===== config.mk =====
export PLATFORM = sky130hd
export DESIGN_NAME = cpc_fifo_host_ctrl
export DESIGN_NICKNAME = d
export VERILOG_FILES = /design/src/rtl/cpc_fifo_host_ctrl.sv
export SDC_FILE = /design/constraint.sdc
export NUM_CORES = 1
export LEC_CHECK = 0
export CORE_ASPECT_RATIO = 2
export CORE_MARGIN = 5
export CORE_UTILIZATION = 40
export DETAILED_ROUTE_END_ITERATION = 10
export PLACE_DENSITY = 0.71
export SYNTH_ARGS = -nofsm -noshare
export SYNTH_HDL_FRONTEND = slang
export SYNTH_SLANG_ARGS = --single-unit

===== constraint.sdc =====
create_clock -name CLK -period 2.45 [get_ports CLK]
set_input_delay 0.3675 -clock CLK [delete_from_list [all_inputs] [get_ports CLK]]
set_output_delay 0.3675 -clock CLK [all_outputs]
set_load 0.02 [all_outputs]

===== src/rtl/cpc_fifo_host_ctrl.sv =====
// Host-side CPC Z80 bus controller for the cpc_fifo board: decodes the data/status
// ports and generates the 74HCT40105 shift-in/shift-out/reset handshakes.
module cpc_fifo_host_ctrl #(
    parameter logic [15:0] BASE_ADDR  = 16'hFD80,
    parameter logic [15:0] ADDR_MASK  = 16'hFFF2,
    parameter int unsigned SI_CYCLES  = 2,
    parameter int unsigned SO_CYCLES  = 2,
    parameter int unsigned RST_CYCLES = 4
) (
    input  logic        CLK,
    input  logic        RESET,
    input  logic [15:0] A,
    input  logic [7:0]  D_IN,
    output logic [7:0]  D_OUT,
    output logic        D_OE,
    input  logic        IOREQ_B,
    input  logic        RD_B,
    input  logic        WR_B,
    input  logic        M1_B,
    input  logic        fifo_host_dir,
    input  logic        fifo_host_dor,
    output logic        host_fifo_si,
    output logic        host_fifo_sob,
    output logic        host_fifo_oeb,
    output logic        host_fifo_reset
);

    typedef enum logic [2:0] {
        IDLE, SI_PULSE, RD_DATA, SO_PULSE, RD_STAT, MR_PULSE, WAIT_END
    } state_t;

    localparam logic [3:0] SI_LOAD  = 4'(SI_CYCLES - 1);
    localparam logic [3:0] SO_LOAD  = 4'(SO_CYCLES - 1);
    localparam logic [3:0] RST_LOAD = 4'(RST_CYCLES - 1);
    // The reset-entry load is one longer because the cycles spent with RESET high
    // are not part of the post-reset stretch.
    localparam logic [3:0] RST_INIT = 4'(RST_CYCLES);

    logic        ioreq_s, rd_s, wr_s, m1_s, d7_s;
    logic [15:0] a_s;
    logic        dir_m, dir_s, dor_m, dor_s;
    state_t      state;
    logic [3:0]  cnt;
    logic        from_reset, had_data, ovf, unf;
    logic        addr_hit, acc;
    logic [7:0]  status;
    logic        unused_d_in;

    assign unused_d_in = &{1'b0, D_IN[6:0]};

    always_ff @(posedge CLK) begin
        if (RESET) begin
            ioreq_s <= 1'b1;
            rd_s    <= 1'b1;
            wr_s    <= 1'b1;
            m1_s    <= 1'b1;
            d7_s    <= 1'b0;
            a_s     <= '0;
            dir_m   <= 1'b0;
            dir_s   <= 1'b0;
            dor_m   <= 1'b0;
            dor_s   <= 1'b0;
        end else begin
            ioreq_s <= IOREQ_B;
            rd_s    <= RD_B;
            wr_s    <= WR_B;
            m1_s    <= M1_B;
            d7_s    <= D_IN[7];
            a_s     <= A;
            dir_m   <= fifo_host_dir;
            dir_s   <= dir_m;
            dor_m   <= fifo_host_dor;
            dor_s   <= dor_m;
        end
    end

    always_comb begin
        addr_hit = (a_s & ADDR_MASK) == (BASE_ADDR & ADDR_MASK);
        acc      = !ioreq_s && m1_s && addr_hit;
        status   = {ovf, unf, 4'b0000, dir_s, dor_s};
    end

    always_ff @(posedge CLK) begin
        if (RESET) begin
            state           <= MR_PULSE;
            cnt             <= RST_INIT;
            from_reset      <= 1'b1;
            had_data        <= 1'b0;
            ovf             <= 1'b0;
            unf             <= 1'b0;
            host_fifo_si    <= 1'b0;
            host_fifo_sob   <= 1'b1;
            host_fifo_oeb   <= 1'b1;
            host_fifo_reset <= 1'b1;
            D_OE            <= 1'b0;
            D_OUT           <= '0;
        end else begin
            case (state)
                IDLE: begin
                    if (acc) begin
                        if (!rd_s && !wr_s) begin
                            state <= WAIT_END;
                        end else if (!wr_s) begin
                            if (!a_s[0]) begin
                                if (dir_s) begin
                                    host_fifo_si <= 1'b1;
                                    cnt          <= SI_LOAD;
                                    state        <= SI_PULSE;
                                end else begin
                                    ovf   <= 1'b1;
                                    state <= WAIT_END;
                                end
                            end else if (d7_s) begin
                                host_fifo_reset <= 1'b1;
                                cnt             <= RST_LOAD;
                                from_reset      <= 1'b0;
                                ovf             <= 1'b0;
                                unf             <= 1'b0;
                                state           <= MR_PULSE;
                            end else begin
                                state <= WAIT_END;
                            end
                        end else if (!rd_s) begin
                            if (!a_s[0]) begin
                                host_fifo_oeb <= 1'b0;
                                had_data      <= dor_s;
                                state         <= RD_DATA;
                            end else begin
                                D_OE  <= 1'b1;
                                D_OUT <= status;
                                state <= RD_STAT;
                            end
                        end
                    end
                end
                SI_PULSE: begin
                    if (cnt == '0) begin
                        host_fifo_si <= 1'b0;
                        state        <= WAIT_END;
                    end else begin
                        cnt <= cnt - 4'd1;
                    end
                end
                RD_DATA: begin
                    if (rd_s) begin
                        host_fifo_oeb <= 1'b1;
                        if (had_data) begin
                            host_fifo_sob <= 1'b0;
                            cnt           <= SO_LOAD;
                            state         <= SO_PULSE;
                        end else begin
                            unf   <= 1'b1;
                            state <= WAIT_END;
                        end
                    end
                end
                SO_PULSE: begin
                    if (cnt == '0) begin
                        host_fifo_sob <= 1'b1;
                        state         <= WAIT_END;
                    end else begin
                        cnt <= cnt - 4'd1;
                    end
                end
                RD_STAT: begin
                    if (!rd_s) begin
                        D_OUT <= status;
                    end else begin
                        D_OE  <= 1'b0;
                        D_OUT <= '0;
                        ovf   <= 1'b0;
                        unf   <= 1'b0;
                        state <= WAIT_END;
                    end
                end
                MR_PULSE: begin
                    ovf <= 1'b0;
                    unf <= 1'b0;
                    if (cnt == '0) begin
                        host_fifo_reset <= 1'b0;
                        from_reset      <= 1'b0;
                        state           <= from_reset ? IDLE : WAIT_END;
                    end else begin
                        cnt <= cnt - 4'd1;
                    end
                end
                WAIT_END: begin
                    if (ioreq_s) state <= IDLE;
                end
                default: state <= IDLE;
            endcase
        end
    end

endmodule

Word level (Yosys, flattened, before mapping) --
Cells that the tools add are included.
Storage, ports and cells: register bits after elaboration 49, output and inout bits 13, word-level logic and storage cells 164
Operators by class: add/subtract/negate cells 1, equality and inequality tests 30, muxes and demuxes 79, bitwise logic cells 3, reductions and logical operators 29
Operator list (count):
- 8-bit 2-to-1 mux | 6
- 3-bit 2-to-1 mux | 14
- 7-bit AND reduction | 6
- 1-bit 2-to-1 mux | 38
- 4-bit 2-to-1 mux | 9
- 2-bit inequality test, second input constant | 18
- 3-bit one-hot mux with 6 select lines | 1
- 9-bit AND reduction | 2
- 8-bit one-hot mux with 2 select lines | 1
- 13-bit == test, second input constant | 1
- 1-bit one-hot mux with 2 select lines | 6
- 4-bit one-hot mux with 3 select lines | 1
- 6-bit AND reduction | 2
- 2-bit nonzero test | 5
- 3-bit == test, second input constant | 3
- 3-bit inequality test, second input constant | 3
- 3-bit by 2-bit == test with 1-bit output, second input constant | 2
- 3-bit nonzero test | 2
- 4-bit zero test | 1
- 4-bit inequality test, second input constant | 1
- 1-bit one-hot mux with 4 select lines | 1
- 4-bit AND reduction | 1
- 4-bit nonzero test | 1
- 4-bit by 1-bit subtractor with 4-bit output, second input constant | 1
- 10 further kinds | 16

Logic depth before layout (Yosys ltp) --
Gate-level depths: netlist of run 1.
depth after elaboration 6, mapped depth 6, mapped depth without buffers 6

Least setup slack after synthesis of run 1 --
Ideal clock, no wire load.
path type register to register, from register a_s[1], to register ovf, arrival time 1.562 ns, required time 2.327 ns, slack 0.765 ns, cell stages (with the launch flop) 5, path buffers 0, period minus slack after synthesis 1.685 ns, cells stage by stage dfxtp_1 -> nor4b_4 -> nand4_4 -> o41ai_4 -> mux2_1
Between the ends: word-level cells in the longest chain between the ends 4
RTL lines:
- start: declaration | RTL line 40 | logic [15:0] a_s;
- start signal: assignment | RTL line 58 | a_s <= '0;
- start signal: assignment | RTL line 69 | a_s <= A;
- 13-bit == test | RTL line 78 | addr_hit = (a_s & ADDR_MASK) == (BASE_ADDR & ADDR_MASK);
- 1-bit logical AND | RTL line 79 | acc = !ioreq_s && m1_s && addr_hit;
- 2-bit inequality test (no line)
- 7-bit AND reduction (no line)
- end signal: assignment | RTL line 89 | ovf <= 1'b0;
- end signal: assignment | RTL line 110 | ovf <= 1'b1;
- end signal: assignment | RTL line 117 | ovf <= 1'b0;
- end: declaration | RTL line 44 | logic from_reset, had_data, ovf, unf;
No other way between the ends. A chain may end at the register's enable or synchronous reset.

Worst setup path in the final report of run 1 --
from register state[0], to register unf
Between the ends: word-level cells in the longest chain between the ends 3, elaborated cells between the ends (all ways) 15, classes of those cells eq/ne: 11; mux: 1; reduce/logical: 3
RTL lines:
- start: declaration | RTL line 42 | state_t state;
- start signal: assignment | RTL line 182 | state <= from_reset ? IDLE : WAIT_END;
- 3-bit == test (tied with other cells) | RTL line 98 | case (state)
- 4-bit nonzero test (no line) or 2-bit inequality test (tied branches)
- 9-bit AND reduction (no line)
- end signal: assignment | RTL line 90 | unf <= 1'b0;
- end signal: assignment | RTL line 118 | unf <= 1'b0;
- end signal: assignment | RTL line 152 | unf <= 1'b1;
- end: declaration | RTL line 44
Several ways; a longest one is shown, not always the timed one.

==> results of run 1 <==
[path summary, 6_finish.rpt]
| path | start | end | depth (start not counted) |
|---|---|---|---|
| worst min-delay path | dir_m | dir_s | 1 |
| worst min register to register | dir_m | dir_s | 1 |
| worst max-delay path | state[0] | unf | 5 |
| worst max register to register | state[0] | unf | 5 |
[metrics by stage]
stage | hold WS (ns) | std cells | setup WS, ns | total power [uW] | utilization
after detailed placement | 0.4242 | 297 | 0.6010 | 1714 | 0.4799
final | 0.4414 | 304 | 0.5838 | 2229 | 0.5015
after CTS | 0.4489 | 304 | 0.5671 | 2248 | 0.5015
after global placement | 0.4179 | 297 | 0.5830 | 1707 | 0.4799
after floorplan | 0.4138 | 222 | 0.7646 | 1505 | -
after global routing | 0.4682 | 304 | 0.4718 | 2371 | 0.5015
[kinds of logic after synthesis]
| family | Yosys count |
|---|---|
| compound gates | 52 |
| fa+ha+maj | 2 |
| buf+inv | 21 |
| flops | 43 |
| mux | 3 |
| other cells | 1 |
| simple gates | 97 |
[Yosys cell counts (2+ instances only)]
master / number / area [um^2]
clkbuf_1: 9 / 33.78
o21ai_0: 7 / 35.03
or4_1: 2 / 15.01
nor4_1: 2 / 12.51
buf_4: 4 / 30.03
a211o_1: 2 / 17.52
nor3_1: 6 / 30.03
o31ai_1: 4 / 30.03
buf_2: 4 / 20.02
nand3_1: 4 / 20.02
nand4_1: 2 / 12.51
dfxtp_1: 43 / 860.8
ha_1: 2 / 25.02
nor2b_1: 22 / 137.6
and3_1: 3 / 18.77
a221o_1: 4 / 40.04
a311oi_1: 3 / 26.28
inv_1: 4 / 15.01
nand2b_1: 6 / 37.54
a21oi_1: 8 / 40.04
o21a_1: 2 / 15.01
nor2_1: 18 / 67.56
a31oi_1: 5 / 31.28
o2bb2ai_1: 4 / 35.03
mux2i_1: 2 / 20.02
or2_2: 8 / 50.05
o22ai_1: 2 / 12.51
nand2_1: 10 / 37.54
[sequential cells by signal (all words and copies together), names as in the netlist, 3 cells and up]
signal / cells
state: 3
a_s: 14
D_OUT: 4
cnt: 4
[per-layer routing]
layer,vias to the layer above,part of all wire,track usage,routed length (um)
li1,835,-,-,-
met1,825,0.35,0.1311,1532
met2,51,0.56,0.2587,2441
met3,14,0.043,0.02921,188
met4,0,0.039,0.08136,170
met5,-,0,0,0
[cell type report]
class                      instances  area (um^2)
multi-input combinational        158         1069
sequential                        43        860.8
clock inverter                     2        37.54
tap                               57        71.32
clock buffer                       5        68.82
fill                             460         2447
inverter                           4        15.01
timing repair buffer              35        340.3
[where the power goes]
| part | leakage, uW | switching [uW] | total, uW | internal (uW) |
|---|---|---|---|---|
| Clock | 0.0000502 | 229 | 526 | 298 |
| Sequential | 0.000355 | 115 | 910 | 796 |
| Combinational | 0.000504 | 412 | 792 | 380 |
| Total | 0.000910 | 755 | 2230 | 1470 |
==> impl_metrics.csv, run 1 <==
group,metric,value,unit
logic_synthesis,synthMuxAreaShare,0.01551,
pwr,p_leak,0.0009096,uW
clock_tree,tritoncts,"built",
grt,gr-total-overflow,0,
layout,diodes,0,
floorplanning,fp.coreArea,4910,um^2
grt,grt_max_degree,48,
logic_synthesis,async_flop_share,0,
job,cap_violations,0,
logic_synthesis,ys.flop_type,"dfxtp_1",
layout,fin_nets,281,
clock_tree,numClockSinks,43,
timing,rsz0062_at_grt,"false",
logic_synthesis,synth-simple-area-share,0.2953,
logic_synthesis,synth_compound_area_frac,0.1991,
placement,globalplace.congestion,0.8531,
timing,fin_setup_tns,0,ns
setup_path,cp_max_fo,12,
logic_synthesis,synth_edf_count,0,
floorplanning,fp-row-count,36,
logic_synthesis,synth_xor_area_frac,0,
clock_tree,htreeDepth,2,
placement,place_area,2356,um^2
logic_synthesis,yosysUniqueCellTypes,55,
placement,io_buffers,31,
detailed_routing,drt-total-wl,4333,um
layout,design_area,2462,um^2
logic_synthesis,synth.avg_cell_area,9.210,um^2
setup_path,crit_chain,"buf_4 -> or4b_1 -> a21oi_1 -> nor3_1 -> a2111oi_1",
setup_path,crit_buf_inv,1,
clock_tree,postCtsHoldBufs,0,
clock_tree,cts_setup_buffers,0,
min_path,hold_class,"reg2reg",
logic_synthesis,ys_seq_area_frac,0.4268,
clock_tree,cts_buffers,5,
clock_tree,worst_skew_pair.late_latency,0.29,ns
pwr,irDropWorstVdd,0.6765,mV
timing,hold_violations,0,
placement,dp_hpwl,3310,um
detailed_routing,drcViolationCount,0,
setup_path,max_stage_delay,0.53,ns
detailed_routing,vias,1725,
detailed_routing,viasPerCell,5.674,
floorplanning,io-pin-count,45,
logic_synthesis,synth_top_family_by_area,"simple AND/OR/NAND/NOR gates",
detailed_routing,ant_nets,0,
detailed_routing,dr.pass1.iters,4,
timing,max_freq,535.8,MHz
timing,slew_violations,0,
layout,syn_to_final_growth,22.08,%
detailed_routing,wire_per_inst,14.25,um
clock_tree,cts.path.max_buffers,2,
setup_path,cp.arrival,2.05,ns
detailed_routing,drt_iter0_markers,80,
clock_tree,path_clk_slew,0.08,ns
setup_path,cp-end-kind,"flop",
setup_path,critPathTopFamily,"simple AND/OR/NAND/NOR gates",
layout,layout.cells.most_common,"dfxtp_1",
logic_synthesis,synth-adder-area-share,0.01241,
logic_synthesis,synth_area,2017,um^2
floorplanning,dieArea,6648,um^2
setup_path,worst_setup_path_start_kind,"flop",
floorplanning,die_width,60.21,um
grt,grt_pass1_vias,1677,
floorplanning,start_util,0.4108,
status,status,"finished, final reports clean",
logic_synthesis,yosysWarnings,0,
setup_path,required,2.63,ns
grt,grt_antenna_before_repair,0,
clock_tree,cts-root-buf,"clkbuf_8",
timing,period_share,0.7617,
grt,grtUsageTotal,0.1404,
floorplanning,fp.dieH,110.4,um
logic_synthesis,synth-seq-cells,43,
setup_path,r2r_setup_slack,0.58,ns
pwr,power-per-cell-area,905.3,nW/um^2
layout,layout_common_cells,"43 x dfxtp_1, 31 x clkdlybuf4s50_1, 22 x nor2b_1, 18 x nor2_1, 10 x nand2_1",
timing,post-route-min-period,1.866,ns
logic_synthesis,netlist_instances,219,
grt,grt_pass1_wl,7141,um
timing,skew,0.007177,ns
clock_tree,cts_resized,0,
setup_path,path_class,"reg2reg",
setup_path,cp_slowest_cell,"or4b_1",
timing,setup_violations,0,
layout,drive_gt1_frac,0.1134,
Note: power is estimated with default switching activity, not from simulation.
==> inputs of run 2 (changes only) <==
Settings changed: PLACE_DENSITY 0.71 to 0.73.
Clock period 2.45 ns to 1.6 ns, I/O delays scaled along.
==> run 2 against run 1 <==
  * Clock skew is essentially flat
  * Setup slack worse by 0.67 ns
  * Critical path depth down 1
  * The flow now finishes with violations (setup timing)
  * Non-clock buffer count is 44 higher
  * Cell count increased by 14%
  * Register-to-register slack got worse by 0.67 ns
==> impl_metrics.csv, run 2 (same netlist as run 1, synthesis figures left out) <==
group,metric,value,unit
status,status,"complete, but fails checks",
status,violations,"setup timing",
timing,rsz0062_at_grt,"true",
grt,grtUsageTotal,0.1663,
timing,post-route-min-period,1.690,ns
layout,diodes,0,
layout,multi_input_comb_area,1164,um^2
clock_tree,postCtsHoldBufs,0,
setup_path,cp_slowest_cell,"or3_4",
clock_tree,cts_buffers,5,
grt,grt_max_degree,24,
timing,hold_violations,0,
placement,globalplace.congestion,0.8932,
floorplanning,fp.dieH,110.4,um
detailed_routing,vias,1899,
timing,skew,0.007371,ns
clock_tree,cts.path.max_buffers,2,
layout,fin_nets,325,
grt,grt_antenna_before_repair,0,
layout,largest_register_ffs,14,
timing,period_share,1.056,
detailed_routing,wire_per_inst,15.31,um
detailed_routing,drcViolationCount,0,
detailed_routing,ant_nets,0,
layout,regArea,878.3,um^2
job,cap_violations,0,
setup_path,max_stage_delay,0.43,ns
timing,worst_slack,-0.09025,ns
timing,slew_violations,0,
timing,max_freq,591.6,MHz
layout,fill_cells,425,
grt,use_met3,0.02687,
detailed_routing,dr.pass1.iters,4,
placement,io_buffers,31,
setup_path,critPathTopFamily,"simple AND/OR/NAND/NOR gates",
timing,setup_violations,8,
layout,syn_to_final_growth,45.22,%
layout,regMostFlops,"a_s",
layout,layout_common_cells,"44 x buf_4, 35 x dfxtp_1, 31 x clkdlybuf4s50_1, 22 x nor2b_1, 15 x nor2_1",
clock_tree,tritoncts,"built",
timing,holdWs,0.4389,ns
grt,grtUsageMet1,0.1567,
detailed_routing,drt-total-wl,5329,um
pwr,power,4117,uW
placement,place_area,2670,um^2
grt,grt_use_met2,0.3121,
pwr,p_leak,0.001150,uW
clock_tree,path_clk_slew,0.08,ns
floorplanning,start_util,0.4108,
floorplanning,dieArea,6648,um^2
placement,dp_hpwl,4031,um
grt,grt.busiest_layer,"met2",
min_path,hold_class,"reg2reg",
setup_path,worst_setup_path_start_kind,"flop",
floorplanning,fp.coreArea,4910,um^2
pwr,irDropWorstVdd,0.8546,mV
floorplanning,io-pin-count,45,
pwr,power-per-cell-area,1405,nW/um^2
clock_tree,numClockSinks,43,
detailed_routing,drt_iter0_markers,52,
grt,grt_pass1_vias,1826,
setup_path,path_class,"reg2reg",
clock_tree,cts-root-buf,"clkbuf_8",
layout,layout.cells.most_common,"buf_4",
layout,layout.cells.non_filler,348,
floorplanning,fp-row-count,36,
layout,drive_gt1_frac,0.3368,
setup_path,cp.arrival,1.87,ns
setup_path,cp_max_fo,5,
placement,dp.cells,337,
placement,place_ws,-0.1111,ns
grt,gr-total-overflow,0,
layout,top_regs,"a_s x14, D_OUT x4, cnt x4",
clock_tree,htreeDepth,2,
setup_path,required,1.78,ns
grt,grt_pass1_wl,8321,um
floorplanning,die_width,60.21,um
setup_path,cp-end-kind,"flop",
detailed_routing,viasPerCell,5.457,
clock_tree,worst_skew_pair.late_latency,0.29,ns
layout,design_area,2929,um^2
setup_path,crit_buf_inv,0,
setup_path,crit_chain,"or3_4 -> a41o_2 -> and3_1 -> or3_1",
-- run 2: metal layers --
| layer | vias to the layer above | wire [um] | part of all wire |
|---|---|---|---|
| met5 | - | 0 | 0 |
| met4 | 0 | 191 | 0.036 |
| met3 | 13 | 234 | 0.044 |
| li1 | 927 | - | - |
| met2 | 63 | 3070 | 0.58 |
| met1 | 896 | 1833 | 0.34 |
-- run 2: layout make-up --
class,instances,share of cell area
flip-flops and latches,43,0.2999
clock inverters,2,0.01282
inverters,4,0.005126
multi-input cells,158,0.3973
clock buffers,5,0.02349
well taps,57,0.02435
repair buffers,79,0.2371
-- run 2: path summary, 6_finish.rpt --
check	slack, ns	depth (start not counted)	endpoint	start
max	-0.09	4	state[0]	state[2]
min	0.44	1	dor_s	dor_m
max reg2reg	-0.09	4	state[0]	state[2]
min reg2reg	0.44	1	dor_s	dor_m
-- run 2: where the power goes --
| part | leakage, uW | switching, uW | internal, uW |
|---|---|---|---|
| logic | 0.000743 | 884 | 1020 |
| registers | 0.000357 | 152 | 1240 |
| clock network | 0.0000502 | 363 | 456 |
-- run 2: per-stage QoR --
| step | setup TNS [ns] | util |
|---|---|---|
| floorplan | -0.04851 | - |
| global placement | -0.4978 | 0.5438 |
| detailed placement | -0.8013 | 0.5438 |
| CTS | -0.2605 | 0.5759 |
| global route | -0.9697 | 0.5966 |
| finish | -0.2676 | 0.5966 |
-- run 2: repair_timing --
action,CTS,global route
setup endpoints to repair,12,17
buffers inserted,2,2
gates resized for setup,12,24
pin swaps,5,9
==> inputs of run 3 (changes only) <==
--- a/config.mk
+++ b/config.mk
@@ -8,7 +8,7 @@
 export CORE_ASPECT_RATIO = 2
 export CORE_MARGIN = 5
-export CORE_UTILIZATION = 40
+export CORE_UTILIZATION = 45
 export DETAILED_ROUTE_END_ITERATION = 10
-export PLACE_DENSITY = 0.73
+export PLACE_DENSITY = 0.8
 export SYNTH_ARGS = -nofsm -noshare
 export SYNTH_HDL_FRONTEND = slang
==> constraint.sdc (replaced) <==
create_clock -name CLK -period 1.6 [get_ports CLK]
set_input_delay 0.32 -clock CLK [delete_from_list [all_inputs] [get_ports CLK]]
set_output_delay 0.32 -clock CLK [all_outputs]
set_load 0.02 [all_outputs]
==> run 3 against run 2 <==
  * The run still ends with setup timing left
  * Final area fell by 1.7%
  * Sequential cell count did not move
  * Global-route usage rose by 0.17 points
  * Clock skew rose by 0.00071 ns
  * Combinational power fell by 11%
  * Clock power fell by 18%
  * Core utilization rose by 6.7 points
  * Sequential share of layout area rose by 0.65 points
  * First-iteration DRC count rose by 7.7%
  * Cell count fell by 2.3%
  * Total power fell by 8.9%
  * Critical path type unchanged
  * Critical endpoint is now ovf
==> impl_metrics.csv, run 3 (same netlist as run 1, synthesis figures left out) <==
group,metric,value,unit
clock_tree,tritoncts,"built",
clock_tree,htreeDepth,2,
status,status,"complete, but fails checks",
grt,grt_pass1_wl,7997,um
detailed_routing,drt_iter0_markers,56,
floorplanning,fp-row-count,34,
grt,grtUsageTotal,0.1681,
timing,skew,0.008080,ns
layout,fin_nets,319,
layout,drive_gt1_frac,0.3357,
detailed_routing,vias,1897,
grt,gr-total-overflow,0,
layout,layout_common_cells,"38 x buf_4, 32 x dfxtp_1, 23 x clkdlybuf4s50_1, 22 x nor2b_1, 17 x nor2_1",
placement,globalplace.congestion,0.9075,
setup_path,cp-end-kind,"flop",
setup_path,cp.arrival,1.90,ns
floorplanning,fp.coreArea,4339,um^2
layout,fill_cells,358,
clock_tree,path_clk_slew,0.08,ns
detailed_routing,dr.pass1.iters,4,
pwr,power-per-cell-area,1303,nW/um^2
floorplanning,fp.dieH,104.7,um
grt,grt_pass1_vias,1785,
detailed_routing,drcViolationCount,0,
detailed_routing,drt-total-wl,5086,um
setup_path,worst_setup_path_start_kind,"flop",
timing,slew_violations,0,
timing,hold_violations,0,
layout,layout.cells.non_filler,340,
floorplanning,dieArea,6002,um^2
layout,syn_to_final_growth,42.74,%
detailed_routing,ant_nets,0,
layout,regMostFlops,"a_s",
timing,worst_slack,-0.1093,ns
placement,place_area,2579,um^2
clock_tree,postCtsHoldBufs,0,
setup_path,required,1.79,ns
timing,holdWs,0.4325,ns
setup_path,r2r_setup_slack,-0.11,ns
pwr,irDropWorstVdd,0.8870,mV
floorplanning,io-pin-count,45,
status,violations,"setup timing",
setup_path,path_class,"reg2reg",
placement,dp_hpwl,3789,um
layout,layout.cells.most_common,"buf_4",
layout,largest_register_ffs,14,
clock_tree,cts-root-buf,"clkbuf_8",
placement,io_buffers,31,
timing,period_share,1.068,
setup_path,cp_max_fo,3,
pwr,p_leak,0.001210,uW
clock_tree,worst_skew_pair.late_latency,0.30,ns
timing,max_freq,585.0,MHz
timing,post-route-min-period,1.709,ns
min_path,hold_class,"reg2reg",
detailed_routing,wire_per_inst,14.96,um
timing,rsz0062_at_grt,"true",
detailed_routing,viasPerCell,5.579,
grt,grt_antenna_before_repair,0,
clock_tree,numClockSinks,43,
timing,setup_violations,7,
grt,grt_max_degree,17,
job,cap_violations,0,
layout,design_area,2879,um^2
layout,diodes,0,
placement,dp.cells,324,
clock_tree,cts.path.max_buffers,2,
floorplanning,start_util,0.4648,
floorplanning,die_width,57.34,um
layout,top_regs,"a_s x14, D_OUT x4, cnt x4",
clock_tree,cts_buffers,5,
==> run 3: critical path, stage by stage, from the launching register on <==
cell	delay, ns
dfxtp_2	0.33
nor4b_4	0.25
buf_4	0.17
nand4_4	0.09
o41ai_4	0.44
mux2_4	0.33
==> run 3: worst paths after layout <==
check                           startpoint     to  depth (start not counted)
worst min-delay path                 dir_m  dir_s                          1
worst max register to register      a_s[6]    ovf                          5
worst min register to register       dir_m  dir_s                          1
worst max-delay path                a_s[6]    ovf                          5
==> run 3: stage by stage <==
step                setup slack, ns  total power, uW    util  TNS (ns)
floorplan                  -0.04851             2305       -  -0.04851
finish                      -0.1093             3752  0.6635   -0.2866
detailed placement          -0.1101             2818  0.5943   -0.8439
global placement            -0.1364             2796  0.5943   -0.8356
global route                -0.1557             3973  0.6635   -0.7495
CTS                         -0.1038             3554  0.6283   -0.2213
==> run 3: cell type report <==
class	instances	area [um^2]	area share
clock buffer	5	68.82	0.02390
clock inverter	3	20.02	0.006954
inverter	4	15.01	0.005215
multi-input combinational	158	1169	0.4059
sequential	43	882.1	0.3064
tap	54	67.56	0.02347
timing repair buffer	73	656.9	0.2282
==> run 3: timing repair <==
action                     in CTS  in global routing
buffers inserted                2                  6
resized for setup              18                 30
setup endpoints to repair      10                 22
pin swaps                       5                 11
==> run 3: report_power, final <==
group / switching [uW] / internal (uW)
registers: 149 / 1230
clock network: 366 / 303
logic: 836 / 865
==> run 3: metal layers <==
| layer | global-route usage | wire, um | vias up |
|---|---|---|---|
| li1 | - | - | 918 |
| met1 | 0.1581 | 1732 | 873 |
| met2 | 0.3172 | 2831 | 77 |
| met3 | 0.02593 | 235 | 29 |
| met4 | 0.1061 | 287 | 0 |
| met5 | 0 | 0 | - |
